`src/rtl/div_issue_ctrl.sv`:
```
// div_issue_ctrl: EX-stage requester for the multi-cycle divider.
// Accepts DIV/DIVU from EX and latches the operands. It holds div_start high until the
// divider pulses div_done, and stalls the pipeline meanwhile. It then offers {HI,LO} to the
// HI/LO writeback on a valid/ready handshake.
// A zero divisor bypasses the divider with HI=dividend, LO=all-ones.
// A watchdog aborts an operation whose divider never answers and sets the sticky div_err.
// Ports:
//   clock, reset        clock and asynchronous active-low reset
//   req_valid/_signed   divide request from EX (signed=1 -> DIV), with operands req_opa/req_opb
//   flush               cancels any in-flight divide, highest priority
//   req_ready           controller idle and able to accept
//   stall_req           hold EX and earlier stages
//   div_start, div_unsigned, div_op1, div_op2   divider request side
//   div_result, div_done                        divider response ({remainder, quotient})
//   res_valid, res_ready, res_hi, res_lo        HI/LO writeback handshake
//   div_err             sticky watchdog error, cleared only by reset
module div_issue_ctrl #(
    parameter int unsigned DIV_CYCLES = 36,
    parameter int unsigned TIMEOUT    = 64
) (
    input  logic        clock,
    input  logic        reset,
    input  logic        req_valid,
    input  logic        req_signed,
    input  logic [31:0] req_opa,
    input  logic [31:0] req_opb,
    input  logic        flush,
    output logic        req_ready,
    output logic        stall_req,
    output logic        div_start,
    output logic        div_unsigned,
    output logic [31:0] div_op1,
    output logic [31:0] div_op2,
    input  logic [63:0] div_result,
    input  logic        div_done,
    output logic        res_valid,
    input  logic        res_ready,
    output logic [31:0] res_hi,
    output logic [31:0] res_lo,
    output logic        div_err
);

    // Watchdog counter is sized for whichever of the divider latency or the timeout is larger.
    localparam int unsigned WdMax = (TIMEOUT > DIV_CYCLES) ? TIMEOUT : DIV_CYCLES;
    localparam int unsigned CntW  = $clog2(WdMax + 1);
    localparam logic [CntW-1:0] WdLast = CntW'(TIMEOUT - 1);

    typedef enum logic [1:0] {StIdle, StBusy, StDone} state_t;

    state_t          state;
    logic [CntW-1:0] wd_cnt;

    always_ff @(posedge clock or negedge reset) begin
        if (!reset) begin
            state        <= StIdle;
            wd_cnt       <= '0;
            req_ready    <= 1'b1;
            div_start    <= 1'b0;
            res_valid    <= 1'b0;
            div_unsigned <= 1'b0;
            div_op1      <= '0;
            div_op2      <= '0;
            res_hi       <= '0;
            res_lo       <= '0;
            div_err      <= 1'b0;
        end else if (flush) begin
            // Dropping div_start is enough to make the divider abandon its work.
            state     <= StIdle;
            wd_cnt    <= '0;
            req_ready <= 1'b1;
            div_start <= 1'b0;
            res_valid <= 1'b0;
        end else begin
            unique case (state)
                StIdle: begin
                    if (req_valid) begin
                        div_op1      <= req_opa;
                        div_op2      <= req_opb;
                        div_unsigned <= ~req_signed;
                        wd_cnt       <= '0;
                        req_ready    <= 1'b0;
                        if (req_opb != 32'd0) begin
                            state     <= StBusy;
                            div_start <= 1'b1;
                        end else begin
                            // Divide by zero: answer directly, divider never started.
                            state     <= StDone;
                            res_valid <= 1'b1;
                            res_hi    <= req_opa;
                            res_lo    <= 32'hFFFF_FFFF;
                        end
                    end
                end
                StBusy: begin
                    if (div_done) begin
                        // div_start must fall now or the divider would re-arm.
                        state     <= StDone;
                        div_start <= 1'b0;
                        res_valid <= 1'b1;
                        res_hi    <= div_result[63:32];
                        res_lo    <= div_result[31:0];
                    end else if (wd_cnt == WdLast) begin
                        state     <= StIdle;
                        div_start <= 1'b0;
                        req_ready <= 1'b1;
                        div_err   <= 1'b1;
                    end else begin
                        wd_cnt <= wd_cnt + 1'b1;
                    end
                end
                StDone: begin
                    if (res_ready) begin
                        state     <= StIdle;
                        res_valid <= 1'b0;
                        req_ready <= 1'b1;
                    end
                end
                default: begin
                    state     <= StIdle;
                    div_start <= 1'b0;
                    res_valid <= 1'b0;
                    req_ready <= 1'b1;
                end
            endcase
        end
    end

    // Stall depends on same-cycle inputs, so it is decoded combinationally.
    always_comb begin
        stall_req = 1'b0;
        unique case (state)
            StIdle:  stall_req = req_valid & ~flush;
            StBusy:  stall_req = 1'b1;
            StDone:  stall_req = ~res_ready;
            default: stall_req = 1'b0;
        endcase
    end

endmodule

```
`config.mk`:
```
export PLATFORM = sky130hd
export DESIGN_NAME = div_issue_ctrl
export DESIGN_NICKNAME = d
export VERILOG_FILES = /design/src/rtl/div_issue_ctrl.sv
export SDC_FILE = /design/constraint.sdc
export NUM_CORES = 1
export LEC_CHECK = 0
export ABC_AREA = 1
export CAP_MARGIN = 20
export CORE_MARGIN = 5
export CORE_UTILIZATION = 28
export CTS_BUF_LIST = sky130_fd_sc_hd__clkbuf_2
export CTS_CLUSTER_DIAMETER = 200
export DETAILED_ROUTE_END_ITERATION = 16
export DONT_BUFFER_PORTS = 1
export GPL_ROUTABILITY_DRIVEN = 0
export PLACE_DENSITY_LB_ADDON = 0.1
export RECOVER_POWER = 25
export SLEW_MARGIN = 20
export SYNTH_ARGS = -nofsm -noshare
export SYNTH_HDL_FRONTEND = slang
export SYNTH_SLANG_ARGS = --single-unit
```
`constraint.sdc`:
```
create_clock -name clock -period 1.79 [get_ports clock]
set_clock_uncertainty 0.1 [all_clocks]
set_input_delay 0.2685 -clock clock [delete_from_list [all_inputs] [get_ports clock]]
set_output_delay 0.2685 -clock clock [all_outputs]
set_load 0.01 [all_outputs]
```
; ---- Word level (Yosys, flattened, before mapping)
; Cells that the tools add are included.
; Widths: inputs -> output; s select.
[classes]
addsub = 1
n_mul = 0
div_mod_pow = 0
magnitude_cmp = 0
n_eq_ne = 16
shifts = 0
n_mux = 39
n_bitwise = 5
n_reduce_logical = 12
[ops]
columns = op, count
row1 = $mux 32, 6
row2 = $pmux 32 s2, 2
row3 = $reduce_bool 32->1, 1
row4 = $mux 7, 4
row5 = $ne 3x3->1 const B, 8
row6 = $reduce_and 4->1, 5
row7 = $mux 1, 15
row8 = $pmux 7 s2, 1
row9 = $mux 2, 6
row10 = $pmux 1 s3, 4
row11 = $ne 2x2->1 const B, 4
row12 = $add 7x1->7 const B, 1
row13 = $eq 7x6->1 const B, 1
row14 = $pmux 2 s3, 1
row15 = $reduce_and 3->1, 2
row16 = $reduce_and 5->1, 1
row17 = $ne 4x4->1 const B, 1
row18 = $not 1->1, 4
row19 = $reduce_bool 3->1, 1
row20 = $eq 2x1->1 const B, 1
row21 = $eq 2x2->1 const B, 1
row22 = $logic_not 2->1, 1
row23 = $reduce_bool 2->1, 1
row24 = $and 1x1->1, 1
[word_totals]
reg_bits = 142
latchBits = 0
ram_bits = 0
rom_bits = 0
in_bits = 135
wordCells = 84
memories = 0

; ---- Longest topological paths before layout
[logic_depth]
ltp_word = 5
ltp_mapped = 11

; ---- Worst setup path before layout
; Ideal clock, no wire load.
[synth_path]
path_type = register to output
start = register state[1]
end = output stall_req
t_arrival_ns = 1.337
t_required_ns = 1.421
setup_slack_ns = 0.085
stages_incl_launch_ff = 8
path_buffers = 2
cell_sequence = dfrtp_1 nor2_1 nand2_2 nor2_4 inv_2 buf_2 buf_2 nand3_1
[synth_via]
elab_chain_len = 2
elab_cells_between_ends = 4
cone_classes = eq/ne (2) / mux (1) / reduce/logical (1)
[synth_rtl]
columns = element, line
row1 = from (decl), 50  ; state_t state;
row2 = from (signal assigned), 55  ; state <= StIdle;
row3 = from (signal assigned), 68  ; state <= StIdle;
row4 = from (signal assigned), 83  ; state <= StBusy;
row5 = "$eq 2x2->1, or another cell as far along", 131  ; unique case (state)
row6 = $pmux 1 s3 (*), 131
row7 = to (decl), 29  ; output logic stall_req,
; Every way passes the cells marked *; elsewhere a longest branch is shown, timed or not.

; ---- Worst setup path after layout
[layout_path]
start = register state[0]
end = output stall_req
; Same word-level chain as after synthesis.

==> out/qor.yml <==
yosys:
  synth_cell_types: 26
  yosysSeqAreaShare: 0.554
  syn_nets: 936
  ys_warn_count: 0
  yosys_register_bits: 142
  netlist_area_sq_mm: 0.00642
  syn_inst: 800
  syn_avg_cell_area_sq_um: 8.02
clocking:
  insertion_delay_ns: 0.67
  htreeDepth: 4
  cts_tree: "built"
  cts_sinks: 142
  clock_path_buffers: 2
  cts-root-buf: "clkbuf_2"
  postCtsHoldBufs: 140
  numCtsBuffers: 17
  clkTransAtPathRegs_ns: 0.25
hold_path:
  min_path_type: "input port to async pin"
final_layout:
  regArea_sq_mm: 0.00356
  final_core_util: 0.386
  final_cell_mix: "361 x nand2_1, 140 x dfrtp_1, 140 x dlygate4sd3_1"
  final_common_cell: "nand2_1"
  nets: 1090
  nFillCells: 2284
  multi_input_area_sq_mm: 0.00256
  area.growth.synth_to_final_pct: 36.1
  drive_gt1_frac: 0.113
power:
  power_density_mw_per_mm2: 1310
  power.internal_w: 0.00643
  p_switching_w: 0.00504
  p_comb_frac: 0.305
  power_w: 0.0115
  pwr-share-seq: 0.541
  vdd_ir_drop_max_v: 0.000472
  clkPwrFrac: 0.154
  leakagePower_nw: 4.39
  swShare: 0.440
worst_setup_path:
  worst_r2r_endpoint: "res_lo[6]$_DFFE_PN0P_"
  timing.rr.start: "state[1]$_DFFE_PN0P_"
  path_max_fanout: 2
  worstSetupPathType: "flop to output pin"
  cp.arrival_ns: 1.57
  critPathRequiredTime_ns: 1.42
  r2r_slack_ns: 0.02
  worstSetupStartpointType: "flop"
  worstSetupEndpointType: "output pin"
  r2r_cells: 9
sta:
  fmax_mhz: 516
  finalSetupViolCount: 1
  slew_violations: 0
  whs_ns: -0.878
  rsz0062_at_grt: "yes"
  period_share: 1.08
  relSlewSlack: 0.721
  max_slew.worst_pin.slew_ns: 0.419
  fin_crit_ns: 1.94
  fin_ws_ns: -0.148
  hold_viol_final: 142
flow_run:
  drv_cap: 0
die:
  rows: 55
  initial_core_util: 0.284
  die_h_um: 161
  coreArea_sq_mm: 0.0226
  io_pins: 269
  fp.dieW_um: 161
  die_area_sq_mm: 0.0261
grt:
  grt_pass1_vias: 5857
  antenna_found_initial: 3
  grt_overflow: 0
  grt-busiest-layer: "met2"
  grt.total_usage: 0.157
  grt_use_met1: 0.183
  met2_usage: 0.269
  met3_usage: 0.0551
  grt_max_degree: 143
  grt_pass1_wl_um: 32500
run_status:
  status: "complete, but fails checks"
  violations: "hold timing, setup timing"
routing:
  drtIter0Drc: 425
  vias_per_cell: 4.63
  drcViolationCount: 0
  firstDrtPassIters: 5
  avgRoutedWirePerCell_um: 17.3
  wl_um: 21700
  ant_nets: 0
  via_count: 5802
place:
  pre_cts_slack_ns: 0.00840
  hpwl_um: 13800
  port_buffers: 0
[timing repair]
action	in CTS	in global routing
gates resized for setup	11	11
pin swaps	3	5
endpoints found under the hold margin	284	142
setup buffers	5	6
gates cloned	1	6
setup endpoints to repair	12	72
[synth_stat cells (all sizes together)]
cell type	instances	share of area
or2	33	0.032
clkbuf	20	0.012
ha	1	0.0019
dfrtp	141	0.55
o21ai	53	0.041
a21oi	2	0.0016
inv	38	0.022
buf	22	0.024
nor2	41	0.027
dfstp	1	0.0041
nand2	365	0.21
nand3	77	0.062
a31o	1	0.0014
a21o	1	0.0012
nand4	1	0.00098
nor3b	3	0.0035
[worst max-delay path, stage by stage, from the launching register on]
cell and delay [ns]:
dfrtp_1 0.44, nor2_2 0.12, nand2_2 0.08, nor2_4 0.12, inv_4 0.05, nand3_4 0.11
[stage by stage]
| stage | hold slack (ns) | setup TNS, ns | cells | area, sq um |
|---|---|---|---|---|
| 2_1_floorplan | -0.127 | 0 | 800 | 6420 |
| 3_3_place_gp | -0.121 | 0 | 1062 | 6800 |
| 3_5_place_dp | -0.121 | 0 | 1062 | 6800 |
| 4_1_cts | -1.02 | -0.344 | 1240 | 8510 |
| 5_1_grt | -1.03 | -3.45 | 1254 | 8740 |
| 6_report | -0.878 | -0.148 | 1254 | 8740 |
[state kept, by name, indices dropped and copies added (netlist names)]
name / flops
div_op1: 32
div_op2: 32
res_hi: 32
res_lo: 32
wd_cnt: 7
state: 2
div_err: 1
div_start: 1
div_unsigned: 1
req_ready: 1
res_valid: 1
[routing by layer]
metal / up-vias / wire (um)
met5: - / 7
met4: 2 / 364
met3: 25 / 1700
met2: 201 / 10700
met1: 2767 / 8920
li1: 2807 / -
[cell type report]
| class | instances | share of cell area |
|---|---|---|
| flip-flops and latches | 142 | 0.407 |
| diodes | 2 | 0.000573 |
| multi-input cells | 578 | 0.293 |
| clock inverters | 14 | 0.0133 |
| clock buffers | 18 | 0.0103 |
| inverters | 38 | 0.0169 |
| well taps | 285 | 0.0408 |
| repair buffers | 177 | 0.219 |
[logic make-up after synthesis]
group,after synthesis,share of synthesized area
flip-flops,142,0.554
AO/OA/AOI/OAI,57,0.0454
AND/OR/NAND/NOR,520,0.341
buffers and inverters,80,0.0583
adder cells (fa/ha/maj),1,0.00195
[power by group through the flow]
stage | registers (W) | logic [W] | clock network (W)
floorplan | 0.00582 | 0.00222 | 0
CTS | 0.00625 | 0.00333 | 0.00189
global route | 0.00637 | 0.00400 | 0.00202
detailed placement | 0.00631 | 0.00294 | 0
finish | 0.00621 | 0.00350 | 0.00176
global placement | 0.00633 | 0.00284 | 0
[worst max-delay path by stage]
| stage | startpoint | cells past startpoint | endpoint | slack, ns |
|---|---|---|---|---|
| after floorplan | state[1]$_DFFE_PN0P_ | 7 | stall_req | 0.08 |
| after global placement | state[1]$_DFFE_PN0P_ | 8 | res_hi[5]$_DFFE_PN0P_ | 0.03 |
| after detailed placement | state[1]$_DFFE_PN0P_ | 8 | res_hi[20]$_DFFE_PN0P_ | 0.008 |
| after CTS | state[0]$_DFFE_PN0P_ | 5 | stall_req | -0.31 |
| after global routing | state[0]$_DFFE_PN0P_ | 5 | stall_req | -0.32 |
| final | state[0]$_DFFE_PN0P_ | 5 | stall_req | -0.15 |
Power figures use the tool's default switching activity.
